==> config.mk <==
export PLATFORM = sky130hd
export DESIGN_NAME = rice_core_csr_file_flat
export DESIGN_NICKNAME = d
export VERILOG_FILES = /design/src/rtl/rice_core_pkg.sv /design/src/rtl/rice_bus_if.sv /design/src/rtl/rice_core_csr_counter.sv /design/src/rtl/rice_core_csr_file.sv /design/src/flat_wrapper.sv
export SDC_FILE = /design/constraint.sdc
export NUM_CORES = 1
export LEC_CHECK = 0
export CAP_MARGIN = 5
export CORE_ASPECT_RATIO = 2
export CORE_MARGIN = 1
export CORE_UTILIZATION = 45
export CTS_CLUSTER_SIZE = 12
export DETAILED_ROUTE_END_ITERATION = 8
export PLACE_DENSITY = 0.71
export SLEW_MARGIN = 15
export SYNTH_ARGS = -nofsm -noshare
export SYNTH_HDL_FRONTEND = slang
export SYNTH_HIERARCHICAL = 1
export SYNTH_SLANG_ARGS = --single-unit
==> constraint.sdc <==
create_clock -name i_clk -period 2.4 [get_ports i_clk]
set_clock_uncertainty 0.05 [all_clocks]
set_input_delay 0.48 -clock i_clk [delete_from_list [all_inputs] [get_ports i_clk]]
set_output_delay 0.48 -clock i_clk [all_outputs]
set_load 0.005 [all_outputs]
==> src/rtl/rice_core_pkg.sv <==
// Shared definitions for the rice core CSR slice: CSR address map,
// mstatus field positions and the misa constant.
package rice_core_pkg;

  typedef enum logic [11:0] {
    CSR_MSTATUS   = 12'h300,
    CSR_MISA      = 12'h301,
    CSR_MTVEC     = 12'h305,
    CSR_MSCRATCH  = 12'h340,
    CSR_MEPC      = 12'h341,
    CSR_MCAUSE    = 12'h342,
    CSR_MTVAL     = 12'h343,
    CSR_MCYCLE    = 12'hB00,
    CSR_MINSTRET  = 12'hB02,
    CSR_MCYCLEH   = 12'hB80,
    CSR_MINSTRETH = 12'hB82,
    CSR_CYCLE     = 12'hC00,
    CSR_INSTRET   = 12'hC02,
    CSR_CYCLEH    = 12'hC80,
    CSR_INSTRETH  = 12'hC82,
    CSR_MHARTID   = 12'hF14
  } rice_core_csr_address;

  localparam int MSTATUS_MIE    = 3;
  localparam int MSTATUS_MPIE   = 7;
  localparam int MSTATUS_MPP_LO = 11;
  localparam int MSTATUS_MPP_HI = 12;

  // MXL sits in the top two bits of misa; only the base integer ISA is reported.
  function automatic logic [63:0] misa_value(input int xlen);
    logic [63:0] v;
    v = 64'h0000_0000_0000_0100;
    if (xlen == 64) v[63:62] = 2'd2;
    else            v[31:30] = 2'd1;
    return v;
  endfunction

endpackage

==> src/rtl/rice_bus_if.sv <==
// CSR bus between the core's CSR read/write unit (master) and the CSR file (slave).
interface rice_bus_if #(
  parameter int XLEN = 32
);
  logic              request_valid;
  logic              request_ready;
  logic [11:0]       address;
  logic [XLEN/8-1:0] strobe;
  logic [XLEN-1:0]   write_data;
  logic              response_valid;
  logic              response_ready;
  logic [XLEN-1:0]   read_data;
  logic              error;

  modport master (
    output request_valid, address, strobe, write_data, response_ready,
    input  request_ready, response_valid, read_data, error
  );

  modport slave (
    input  request_valid, address, strobe, write_data, response_ready,
    output request_ready, response_valid, read_data, error
  );
endinterface

==> src/rtl/rice_core_csr_counter.sv <==
// 64-bit free-running counter with per-half write; a write to a half
// overrides the increment for that half in the same cycle.
module rice_core_csr_counter (
  input  logic        clk,
  input  logic        rst_n,
  input  logic        inc,
  input  logic        wr_lo,
  input  logic        wr_hi,
  input  logic [31:0] data_lo,
  input  logic [31:0] data_hi,
  output logic [63:0] value
);
  logic [63:0] next_p0;

  assign next_p0 = value + 64'(inc);

  always_ff @(posedge clk) begin
    if (!rst_n) begin
      value <= '0;
    end else begin
      value[31:0]  <= wr_lo ? data_lo : next_p0[31:0];
      value[63:32] <= wr_hi ? data_hi : next_p0[63:32];
    end
  end
endmodule

==> src/rtl/rice_core_csr_file.sv <==
// Machine-mode CSR file and single-outstanding CSR bus slave.
// Optional counters (mcycle/minstret and shadows) enabled by RICE_CORE_CSR_COUNTER_EN.
module rice_core_csr_file
  import rice_core_pkg::*;
#(
  parameter int              XLEN       = 32,
  parameter logic [XLEN-1:0] MTVEC_INIT = '0,
  parameter logic [XLEN-1:0] HART_ID    = '0
) (
  input  logic            i_clk,
  input  logic            i_rst_n,
  input  logic            i_retire,
  output logic [XLEN-1:0] o_mtvec,
  output logic [XLEN-1:0] o_mepc,
  output logic            o_mie,
  rice_bus_if.slave       csr_if
);
  logic            mie, mpie;
  logic [XLEN-1:0] mtvec, mscratch, mepc, mcause, mtval;
  logic [XLEN-1:0] rd_val, merged;
  logic            hit, is_write, err, ack, do_write;

  function automatic logic [XLEN-1:0] byte_merge(input logic [XLEN-1:0] old_d,
                                                 input logic [XLEN-1:0] new_d,
                                                 input logic [XLEN/8-1:0] strb);
    logic [XLEN-1:0] r;
    r = old_d;
    for (int i = 0; i < XLEN/8; i++)
      if (strb[i]) r[8*i +: 8] = new_d[8*i +: 8];
    return r;
  endfunction

`ifdef RICE_CORE_CSR_COUNTER_EN
  logic [63:0] cycle_val, instret_val, cnt_wdata;
  logic [31:0] cnt_lo, cnt_hi;
  logic        cyc_wr_lo, cyc_wr_hi, ins_wr_lo, ins_wr_hi;

  // On XLEN=32 the *h addresses carry the high half in the low XLEN bits.
  assign cnt_wdata = 64'(merged);
  assign cnt_lo    = cnt_wdata[31:0];
  assign cnt_hi    = (XLEN == 64) ? cnt_wdata[63:32] : cnt_wdata[31:0];
  assign cyc_wr_lo = do_write && (csr_if.address == CSR_MCYCLE);
  assign cyc_wr_hi = do_write && ((csr_if.address == CSR_MCYCLE && XLEN == 64) ||
                                  csr_if.address == CSR_MCYCLEH);
  assign ins_wr_lo = do_write && (csr_if.address == CSR_MINSTRET);
  assign ins_wr_hi = do_write && ((csr_if.address == CSR_MINSTRET && XLEN == 64) ||
                                  csr_if.address == CSR_MINSTRETH);

  rice_core_csr_counter u_mcycle (
    .clk(i_clk), .rst_n(i_rst_n), .inc(1'b1),
    .wr_lo(cyc_wr_lo), .wr_hi(cyc_wr_hi), .data_lo(cnt_lo), .data_hi(cnt_hi),
    .value(cycle_val)
  );

  rice_core_csr_counter u_minstret (
    .clk(i_clk), .rst_n(i_rst_n), .inc(i_retire),
    .wr_lo(ins_wr_lo), .wr_hi(ins_wr_hi), .data_lo(cnt_lo), .data_hi(cnt_hi),
    .value(instret_val)
  );
`else
  logic unused_retire;
  assign unused_retire = i_retire;
`endif

  always_comb begin
    rd_val = '0;
    hit    = 1'b1;
    case (csr_if.address)
      CSR_MSTATUS: begin
        rd_val[MSTATUS_MIE]                   = mie;
        rd_val[MSTATUS_MPIE]                  = mpie;
        rd_val[MSTATUS_MPP_HI:MSTATUS_MPP_LO] = 2'b11;
      end
      CSR_MISA:     rd_val = XLEN'(misa_value(XLEN));
      CSR_MTVEC:    rd_val = mtvec;
      CSR_MSCRATCH: rd_val = mscratch;
      CSR_MEPC:     rd_val = mepc;
      CSR_MCAUSE:   rd_val = mcause;
      CSR_MTVAL:    rd_val = mtval;
      CSR_MHARTID:  rd_val = HART_ID;
`ifdef RICE_CORE_CSR_COUNTER_EN
      CSR_MCYCLE,   CSR_CYCLE:   rd_val = cycle_val[XLEN-1:0];
      CSR_MINSTRET, CSR_INSTRET: rd_val = instret_val[XLEN-1:0];
      CSR_MCYCLEH,  CSR_CYCLEH: begin
        if (XLEN == 32) rd_val = XLEN'(cycle_val[63:32]);
        else            hit    = 1'b0;
      end
      CSR_MINSTRETH, CSR_INSTRETH: begin
        if (XLEN == 32) rd_val = XLEN'(instret_val[63:32]);
        else            hit    = 1'b0;
      end
`endif
      default: hit = 1'b0;
    endcase
  end

  assign is_write = |csr_if.strobe;
  assign err      = !hit || (is_write && csr_if.address[11:10] == 2'b11);
  assign ack      = csr_if.request_valid && csr_if.request_ready;
  assign do_write = ack && is_write && !err;
  assign merged   = byte_merge(rd_val, csr_if.write_data, csr_if.strobe);

  assign csr_if.request_ready = !csr_if.response_valid;
  assign o_mtvec = mtvec;
  assign o_mepc  = mepc;
  assign o_mie   = mie;

  always_ff @(posedge i_clk) begin
    if (!i_rst_n) begin
      csr_if.response_valid <= 1'b0;
      csr_if.read_data      <= '0;
      csr_if.error          <= 1'b0;
    end else if (ack) begin
      csr_if.response_valid <= 1'b1;
      csr_if.read_data      <= err ? '0 : rd_val;
      csr_if.error          <= err;
    end else if (csr_if.response_valid && csr_if.response_ready) begin
      csr_if.response_valid <= 1'b0;
      csr_if.read_data      <= '0;
      csr_if.error          <= 1'b0;
    end
  end

  // mtvec modes 2 and 3 are reserved, so such writes keep the previous mode.
  always_ff @(posedge i_clk) begin
    if (!i_rst_n) begin
      mie      <= 1'b0;
      mpie     <= 1'b0;
      mtvec    <= MTVEC_INIT;
      mscratch <= '0;
      mepc     <= '0;
      mcause   <= '0;
      mtval    <= '0;
    end else if (do_write) begin
      case (csr_if.address)
        CSR_MSTATUS: begin
          mie  <= merged[MSTATUS_MIE];
          mpie <= merged[MSTATUS_MPIE];
        end
        CSR_MTVEC:    mtvec    <= {merged[XLEN-1:2], merged[1] ? mtvec[1:0] : merged[1:0]};
        CSR_MSCRATCH: mscratch <= merged;
        CSR_MEPC:     mepc     <= {merged[XLEN-1:2], 2'b00};
        CSR_MCAUSE:   mcause   <= merged;
        CSR_MTVAL:    mtval    <= merged;
        default: ;
      endcase
    end
  end
endmodule

==> src/flat_wrapper.sv <==
// flat-port wrapper written by rule: the top's interface ports become plain ports
module rice_core_csr_file_flat import rice_core_pkg::*;
#(
  parameter int              XLEN       = 32,
  parameter logic [XLEN-1:0] MTVEC_INIT = '0,
  parameter logic [XLEN-1:0] HART_ID    = '0
)
  (i_clk, i_rst_n, i_retire, o_mtvec, o_mepc, o_mie, csr_if_request_valid, csr_if_address, csr_if_strobe, csr_if_write_data, csr_if_response_ready, csr_if_request_ready, csr_if_response_valid, csr_if_read_data, csr_if_error);
  rice_bus_if #(.XLEN(XLEN)) csr_if_i ();
  input  logic i_clk;
  input  logic i_rst_n;
  input  logic i_retire;
  output logic [XLEN-1:0] o_mtvec;
  output logic [XLEN-1:0] o_mepc;
  output logic o_mie;
  input wire logic [$bits(csr_if_i.request_valid)-1:0] csr_if_request_valid;
  input wire logic [$bits(csr_if_i.address)-1:0] csr_if_address;
  input wire logic [$bits(csr_if_i.strobe)-1:0] csr_if_strobe;
  input wire logic [$bits(csr_if_i.write_data)-1:0] csr_if_write_data;
  input wire logic [$bits(csr_if_i.response_ready)-1:0] csr_if_response_ready;
  output wire logic [$bits(csr_if_i.request_ready)-1:0] csr_if_request_ready;
  output wire logic [$bits(csr_if_i.response_valid)-1:0] csr_if_response_valid;
  output wire logic [$bits(csr_if_i.read_data)-1:0] csr_if_read_data;
  output wire logic [$bits(csr_if_i.error)-1:0] csr_if_error;
  assign csr_if_i.request_valid = csr_if_request_valid;
  assign csr_if_i.address = csr_if_address;
  assign csr_if_i.strobe = csr_if_strobe;
  assign csr_if_i.write_data = csr_if_write_data;
  assign csr_if_i.response_ready = csr_if_response_ready;
  assign csr_if_request_ready = csr_if_i.request_ready;
  assign csr_if_response_valid = csr_if_i.response_valid;
  assign csr_if_read_data = csr_if_i.read_data;
  assign csr_if_error = csr_if_i.error;
  rice_core_csr_file #(.XLEN(XLEN), .MTVEC_INIT(MTVEC_INIT), .HART_ID(HART_ID)) u_core (.i_clk(i_clk), .i_rst_n(i_rst_n), .i_retire(i_retire), .o_mtvec(o_mtvec), .o_mepc(o_mepc), .o_mie(o_mie), .csr_if(csr_if_i));
endmodule
Word level (Yosys, flattened, before mapping)

Cells that the tools add are included.

Eq/ne operators: 9
Mux-type cells: 18
Bitwise gates (word level): 1
Reduce and logical (&&, ||, !) cells: 19

Operators with widths:

| cell                   | count |
|---|---|
| $pmux W19 S6           | 1 |
| $mux W32               | 3 |
| $eq A12 B10 Y1 const B | 7 |
| $mux W8                | 4 |
| $pmux W3 S5            | 2 |
| $pmux W3 S6            | 1 |
| $eq A12 B12 Y1 const B | 1 |
| $pmux W1 S6            | 2 |
| $pmux W2 S6            | 1 |
| $reduce_and A2 Y1      | 6 |
| $reduce_or A8 Y1       | 1 |
| $logic_and A1 B1 Y1    | 5 |
| $mux W1                | 4 |
| $reduce_or A4 Y1       | 1 |
| $logic_not A1 Y1       | 3 |
| $reduce_and A3 Y1      | 1 |
| $eq A2 B2 Y1 const B   | 1 |
| $reduce_bool A2 Y1     | 1 |
| $logic_or A1 B1 Y1     | 1 |
| $not A1 Y1             | 1 |

Bits in registers: 193
Bits of input ports: 53
Output and inout port bits: 100
Logic and storage cells: 58

Longest topological paths before layout

Depth in word-level cells: 8
Gate-level depth with buffers: 10

Worst setup path before layout

Ideal clock, no wire load.

Path kind: input to register
Start point: in csr_if_address[5]
End point: reg u_core.mscratch[18]
Data arrival time: 2.108 ns
Required time: 2.220 ns
Setup slack: 0.112 ns
Stages: 8
Path buffers: 2
Cell sequence: or4_4 -> a2111oi_4 -> nand3_2 -> o21a_1 -> buf_2 -> buf_2 -> nand2_1 -> o21ai_1

Cells in the longest elaborated chain, start to end: 8
Elaborated cells on any way between the ends: 17
Those cells by class: eq/ne (8); mux (3); reduce/logical (6)

Ends and longest elaborated chain:

| what                                         | line                      | source |
|---|---|---|
| start, declared                              | flat_wrapper.sv:17        | `input wire logic [$bits(csr_if_i.address)-1:0] csr_if_address;` |
| $eq A12 B12 Y1, or another cell as far along | rice_core_csr_file.sv:68  | `case (csr_if.address)` |
| $reduce_or A8 Y1 (no source line)            | -                         |  |
| $mux W1                                      | rice_core_csr_file.sv:68  |  |
| $logic_not A1 Y1                             | rice_core_csr_file.sv:98  | `assign err = !hit \|\| (is_write && csr_if.address[11:10] == 2'b11);` |
| $logic_or A1 B1 Y1                           | rice_core_csr_file.sv:98  |  |
| $logic_not A1 Y1                             | rice_core_csr_file.sv:100 | `assign do_write = ack && is_write && !err;` |
| $logic_and A1 B1 Y1                          | rice_core_csr_file.sv:100 |  |
| $reduce_and A2 Y1 (no source line)           | -                         |  |
| end signal, assigned                         | rice_core_csr_file.sv:141 | `CSR_MSCRATCH: mscratch <= merged;` |
| end, declared                                | rice_core_csr_file.sv:19  | `logic [XLEN-1:0] mtvec, mscratch, mepc, mcause, mtval;` |

Several ways; a longest one is shown, not always the timed one.
A chain may end at the register's enable or synchronous reset.

Worst setup path in the final report

Start point: in csr_if_address[2]
End point: reg u_core.mtval[5]

Cells in the longest elaborated chain, start to end: 8
Elaborated cells on any way between the ends: 17
Those cells by class: eq/ne (8); mux (3); reduce/logical (6)

Ends and longest elaborated chain:

| what                                         | line                      | source |
|---|---|---|
| $eq A12 B12 Y1, or another cell as far along | rice_core_csr_file.sv:68  |  |
| $reduce_or A8 Y1 (no source line)            | -                         |  |
| $mux W1                                      | rice_core_csr_file.sv:68  |  |
| $logic_not A1 Y1                             | rice_core_csr_file.sv:98  |  |
| $logic_or A1 B1 Y1                           | rice_core_csr_file.sv:98  |  |
| $logic_not A1 Y1                             | rice_core_csr_file.sv:100 |  |
| $logic_and A1 B1 Y1                          | rice_core_csr_file.sv:100 |  |
| $reduce_and A2 Y1 (no source line)           | -                         |  |
| end signal, assigned                         | rice_core_csr_file.sv:144 | `CSR_MTVAL: mtval <= merged;` |
| end, declared                                | rice_core_csr_file.sv:19  |  |

Several ways; a longest one is shown, not always the timed one.

==> metrics <==
status=finished with violations; failing checks=design-rule violations; cell area after synthesis=0.00830 mm²; GRT overflow=0; TritonCTS clock tree=done; nets=1243; vias in the first global route=8295; Final setup viols=0; pwr dens=541 mW/mm²; share of layout cells above drive strength 1=23.6%; Crit path required time=2.69 ns; max-cap violations=0; asr flop ratio synth=0%; TritonCTS Sinks=193; PortBufs=148; fmax=419 MHz; count of pins over their slew limit=0; Arrival @ worst endpoint=2.68 ns; clock power share=42.3%; P_sw=1.52 mW; Die Height=194 µm; Most common cell on crit path=buf_4; core outline area=0.0179 mm²; ANT nets after route=0; Startpoint Class=input pin; I/O pins=153; Hold Path Depth=2; flops & latches, synth=193; Via density=5.83; Max stage delay on crit path=0.42 ns; number of library cell types mapped by synthesis=64; most frequent cells in the layout=nand2_1, dfxtp_1, clkdlybuf4s50_1, buf_4, o21ai_0; switch share=23.3%; Critical R2R Launch=u_core/csr_if.response_valid; drt wl/cell=22.5 µm; Routability Congestion=0.934; Setup TNS=0 ns; total power=6.51 mW; Least-Margin Pin Slew=0.477 ns; ys flop type=dfxtp_1; Seq/Total Area, Yosys=46.5%; clock slew at reported path FFs=0.07 ns; root buffer cell=clkbuf_16; Fill cells=1466; Die W=98.0 µm; Finished Cell Area=0.0120 mm²; crit-path cells=clkdlybuf4s50_1, buf_4, or2_2, nor2_4, buf_4, buf_4, a22oi_1, o221ai_4, mux2i_4, o21ai_0; clock latency at the later pin of the worst-skew pair=0.43 ns; Worst Path Max Fanout=8; DRC viols=10; dpl cell area=0.0111 mm²; CTS buffer count=17; antenna violations before repair=0; EDFF count, synth=0; minimum clock period=2.39 ns; Leak=4.36 nW; final core utilization=67.3%; reg2reg end=u_core/mcause[0]; Avg Cell Area, Syn=8.93 µm²; commonest non-fill, non-tap cell in the layout=nand2_1; H-tree levels=4; Slew HR=67.3%; Starting Density=46.4%; crit end category=register; CP Class=in -> reg; final worst slack=0.0137 ns; detailed router's first-iteration violation count=548; Area Growth Syn to Fin=45.0%; Hold WS=0.399 ns; Worst Hold Class=reg -> reg; # diodes=0; fin cells=1413; cell row count=69; Crit-path slowest cell=clkdlybuf4s50_1; Hold Path End=u_core/mtval[19]; R2R setup slack=0.40 ns; drt first pass iters=7; die area=0.0190 mm²; sequential power share=49.3%; hold_sp=u_core/mtval[19]; Detail Placement HPWL=22600 µm; GRT Util Overall=33.4%; total number of vias=8234; RSZ-0062 raised after global routing=yes; Combinational Power Share=8.4%; hold-fix buffers at CTS=0; Final Hold Vio Count=0; internal power=4.99 mW; Place WS=-0.770 ns; total wire length=31800 µm; Synthesis Warnings=6; IR drop worst, VDD=0.000474 V; Synth Instances=930; clock tree buffer depth=2; first-pass GRT wire length=47600 µm; first element of the critical path=csr_if_address[2]; placed insts=1382; final worst-path cycle share=99.4%; reg2reg path depth=8; largest net degree at the start of global routing=30
## power by group through the flow
| stage | clock network (mW) | registers (mW) | logic [mW] |
|---|---|---|---|
| global placement | 0 | 3.28 | 0.510 |
| finish | 2.76 | 3.21 | 0.547 |
| floorplan | 0 | 3.28 | 0.220 |
| CTS | 2.78 | 3.21 | 0.516 |
| detailed placement | 0 | 3.28 | 0.507 |
| global route | 2.92 | 3.21 | 0.568 |
## logic make-up (layout without fill, tap and decap cells)
group / after synthesis / in the layout / synth area share, %
multiplexers: 70 / 70 / 8.56
AO/OA/AOI/OAI: 274 / 274 / 22.2
other: 1 / 3 / 0.0452
AND/OR/NAND/NOR: 322 / 322 / 18.3
flip-flops: 193 / 193 / 46.5
buffers and inverters: 70 / 338 / 4.39
## layer usage
layer | share of wire [%] | global-route usage (%) | vias up
met5 | 0 | 0 | -
met4 | 7.9 | 25.2 | 0
met3 | 5.3 | 5.01 | 126
met2 | 52 | 60.4 | 370
met1 | 35 | 34.1 | 3914
li1 | - | - | 3824
## registers in the layout, summed over array words and instances, names as in the netlist
register	count
u_core/csr_if.read_data	32
u_core/mcause	32
u_core/mscratch	32
u_core/mtval	32
u_core/o_mtvec	31
u_core/o_mepc	30
u_core/csr_if.error	1
u_core/csr_if.response_valid	1
u_core/mpie	1
u_core/o_mie	1
## synthesized netlist by cell type, drive strengths merged (4+ instances only)
cell	count	area share (%)
nand2	228	10
dfxtp	193	47
o21ai	156	10
mux2i	65	7.9
buf	43	3.2
a22oi	33	3.0
o221ai	26	2.7
a21boi	24	2.2
clkbuf	22	0.99
nor2b	19	1.4
nand3	14	1.1
nor2	10	0.48
and2	8	0.60
nor4	7	1.3
a31oi	6	0.45
nand2b	6	0.45
nand4	6	0.45
inv	5	0.23
mux2	5	0.68
nor3	5	0.36
o2bb2ai	4	0.42
## critical path: cells and delay by family
| kind | cells | cell delay (ns) |
|---|---|---|
| AO/OA/AOI/OAI | 3 | 0.62 |
| AND/OR/NAND/NOR | 2 | 0.54 |
| buffers and inverters | 4 | 0.89 |
| multiplexers | 1 | 0.15 |
## final cells by class
class                           count  area, µm²  share of cell area (%)
Multi-Input combinational cell    669       4430                    36.8
Timing Repair Buffer              304       2900                    24.1
Tap cell                          213        267                    2.21
Clock inverter                      9        111                   0.925
Sequential cell                   193       3860                    32.1
Clock buffer                       20        447                    3.71
Inverter                            5       18.8                   0.156
## repair_timing
action / in CTS / in global routing
endpoints found under the hold margin: 0 / 0
pin swaps: 4 / 8
buffers inserted: 1 / 1
resized for setup: 16 / 62
setup endpoints to repair: 126 / 170
## worst max path at each step
stage | depth (start not counted) | endpoint
floorplan | 8 | u_core/mscratch[18]
global placement | 9 | u_core/o_mepc[2]
detailed placement | 10 | u_core/mscratch[2]
CTS | 9 | u_core/mscratch[2]
global route | 10 | u_core/mtval[5]
finish | 10 | u_core/mtval[5]
Note: power is estimated with default switching activity, not from simulation.
==> RTL edit (config.mk and constraints unchanged) <==
Make the reset (`i_rst_n`) asynchronous in 2 clocked blocks.
--- a/src/rtl/rice_core_csr_file.sv
+++ b/src/rtl/rice_core_csr_file.sv
@@ -105,7 +105,7 @@
   assign o_mepc  = mepc;
   assign o_mie   = mie;
 
-  always_ff @(posedge i_clk) begin
+  always_ff @(posedge i_clk or negedge i_rst_n) begin
     if (!i_rst_n) begin
       csr_if.response_valid <= 1'b0;
       csr_if.read_data      <= '0;
@@ -122,7 +122,7 @@
   end
 
   // mtvec modes 2 and 3 are reserved, so such writes keep the previous mode.
-  always_ff @(posedge i_clk) begin
+  always_ff @(posedge i_clk or negedge i_rst_n) begin
     if (!i_rst_n) begin
       mie      <= 1'b0;
       mpie     <= 1'b0;
Formal check against the unedited RTL: differs if i_rst_n is asserted again (counterexample within 4 cycles, from zero or initial values and one cycle with i_rst_n low); with i_rst_n held inactive, the same outputs for 4 cycles.
==> RTL edit against the unedited design <==
  * Hold slack better by 0.026 ns
  * Setup slack better by 0.026 ns
  * Critical endpoint is now u_core/mscratch[14]
  * Sequential share of layout area up 5.0 points
  * Sequential cell count unchanged
  * Combinational power up 12%
  * Clock power down 1%
  * Total power up 1.4%
  * First-iteration DRC count down 13%
  * Final area up 8.3%
  * Final cell count up 3.6%
  * Synthesized area up 12%
  * Wire length down 1.8%
  * Non-clock buffer count down 5
==> RTL edit: results (changes against the unedited design) <==
status=finished, final reports clean; r2r startpoint=u_core/csr_if.response_valid; first-pass GRT wire length=47900 um (+0.59%); GRT Total Usage=30.0% (-3.5 points); Root Driver=clkbuf_16; Num CTS Buffers=17 (unchanged); P_leak=5.70 nW (+31%); detailed placement HPWL=22300 um (-1.4%); number of port buffers=148 (unchanged); top post-synthesis cells by area=dfrtp_1 (52%), nand2_1 (7.6%), o21ai_0 (5.1%), o31ai_1 (4.5%), mux4_2 (3.4%); critical path required time=2.71 ns (+0.02 ns); crit-path max FO=9 (+1); worst hold-check path type=flop to flop; RR Endpoint=u_core/o_mepc[17]; Synth cell types=64 (unchanged); clk_lat worst skew=0.44 ns; n_diodes=0 (unchanged); number of global-route vias before repair=8736 (+5.3%); largest net degree at the start of global routing=62 (+110%); hold path start=u_core/mscratch[0]; layout cells sized above 1=23.0% (-0.63 points); Crit. Startpoint=csr_if_strobe[0]; Reg clk slew, reported paths=0.07 ns (about the same); GP Congestion=1.02 (+9.6%); DR iter-0 viols=475 (-13%); FILL cells=1672 (+14%); DR pass1 iterations=5 (-2); H-tree levels=4 (unchanged); CTS max path bufs=2 (unchanged); Nets=1238 (-0.40%); initial antenna violation count=0 (unchanged); hold depth=2 (unchanged); reg2reg path depth=6 (-2); synth warn=6 (unchanged); worst-margin pin slew=1.08 ns (+0.607 ns); worst reg-to-reg setup slack=0.38 ns (-0.02 ns); asr flop ratio synth=100% (+100 points); Max rail drop VDD=0.000345 V (-27%); crit path to=u_core/mscratch[14]; register area share after synthesis=51.9% (+5.4 points); Post-synth top cells=dfrtp_1 (193), nand2_1 (188), o21ai_0 (94); Post-Route WL=31300 um (-1.8%); post-place instance area=12100 sq um (+8.7%); Via density=5.90 (+1.3%)
## RTL edit: changes by cell type after synthesis, sizes merged, moves of 23 or more
cell	before	now
mux2i	65	25
dfxtp	193	0
o21ai	156	108
o31ai	1	66
a21boi	24	1
nand2	228	188
dfrtp	0	193
o221ai	26	3
a21oi	3	27
nor2	10	83
## RTL edit: cells by family (layout without fill, tap and decap cells)
logic type	Yosys count	after routing	synth area share, %
other	1	3	0.0403
and+or+nand+nor	338	338	16.8
muxes	44	44	6.69
AOI/OAI and AO/OA	281	281	20.6
DFF	193	193	51.9
buffers and inverters	72	339	3.88
## RTL edit: where the power goes
group	internal (mW)	switching (mW)	leakage [nW]
sequential	3.26	0.00634	2.69
clock	1.41	1.32	0.272
combinational	0.249	0.364	2.74
## RTL edit: how the worst min path moves through the flow
stage	endpoint	slack (ns)
floorplan	u_core/csr_if.error	0.13
global placement	u_core/mscratch[0]	0.40
detailed placement	u_core/mscratch[0]	0.41
CTS	u_core/mscratch[0]	0.42
global route	u_core/mscratch[0]	0.44
finish	u_core/mscratch[0]	0.42
## RTL edit: repair_timing
action,in CTS,in global routing
gates resized for setup,12,59
setup endpoints to repair,104,163
hold buffers,1,0
cloned,1,1
setup buffers,1,5
pin swaps,1,11
hold endpoints to repair,25,0
## RTL edit: worst max-delay path, cell delays in order
cell	delay [ns]
clkdlybuf4s50_1	0.51
or4_1	0.63
and3_1	0.30
o21ai_0	0.19
buf_4	0.18
nor2b_1	0.04
buf_4	0.15
a21oi_1	0.19
## RTL edit: metrics by stage
step	utilization, %	worst slack (ns)	cells
final	64.0	0.0395	1464
after global routing	64.0	-0.0175	1464
after CTS	62.4	-0.00251	1458
after detailed placement	59.3	-0.566	1423
after global placement	59.3	-0.541	1423
after floorplan	-	0.0246	931
## RTL edit: layout make-up
cell class | count | area [sq um] | share of cell area [%]
Sequential cell | 193 | 4830 | 37.1
Multi-Input combinational cell | 666 | 4370 | 33.5
Timing Repair Buffer | 299 | 2910 | 22.3
Clock buffer | 20 | 457 | 3.50
Tap cell | 266 | 333 | 2.55
Clock inverter | 12 | 101 | 0.778
Inverter | 8 | 30.0 | 0.230
## RTL edit: routing by layer
| metal | wire, um | vias to the layer above | global-route usage, % |
|---|---|---|---|
| met5 | 0 | - | 0 |
| met4 | 2110 | 0 | 18.9 |
| met3 | 1620 | 119 | 4.12 |
| met2 | 16500 | 383 | 54.8 |
| met1 | 11100 | 4268 | 32.5 |
| li1 | - | 3872 | - |
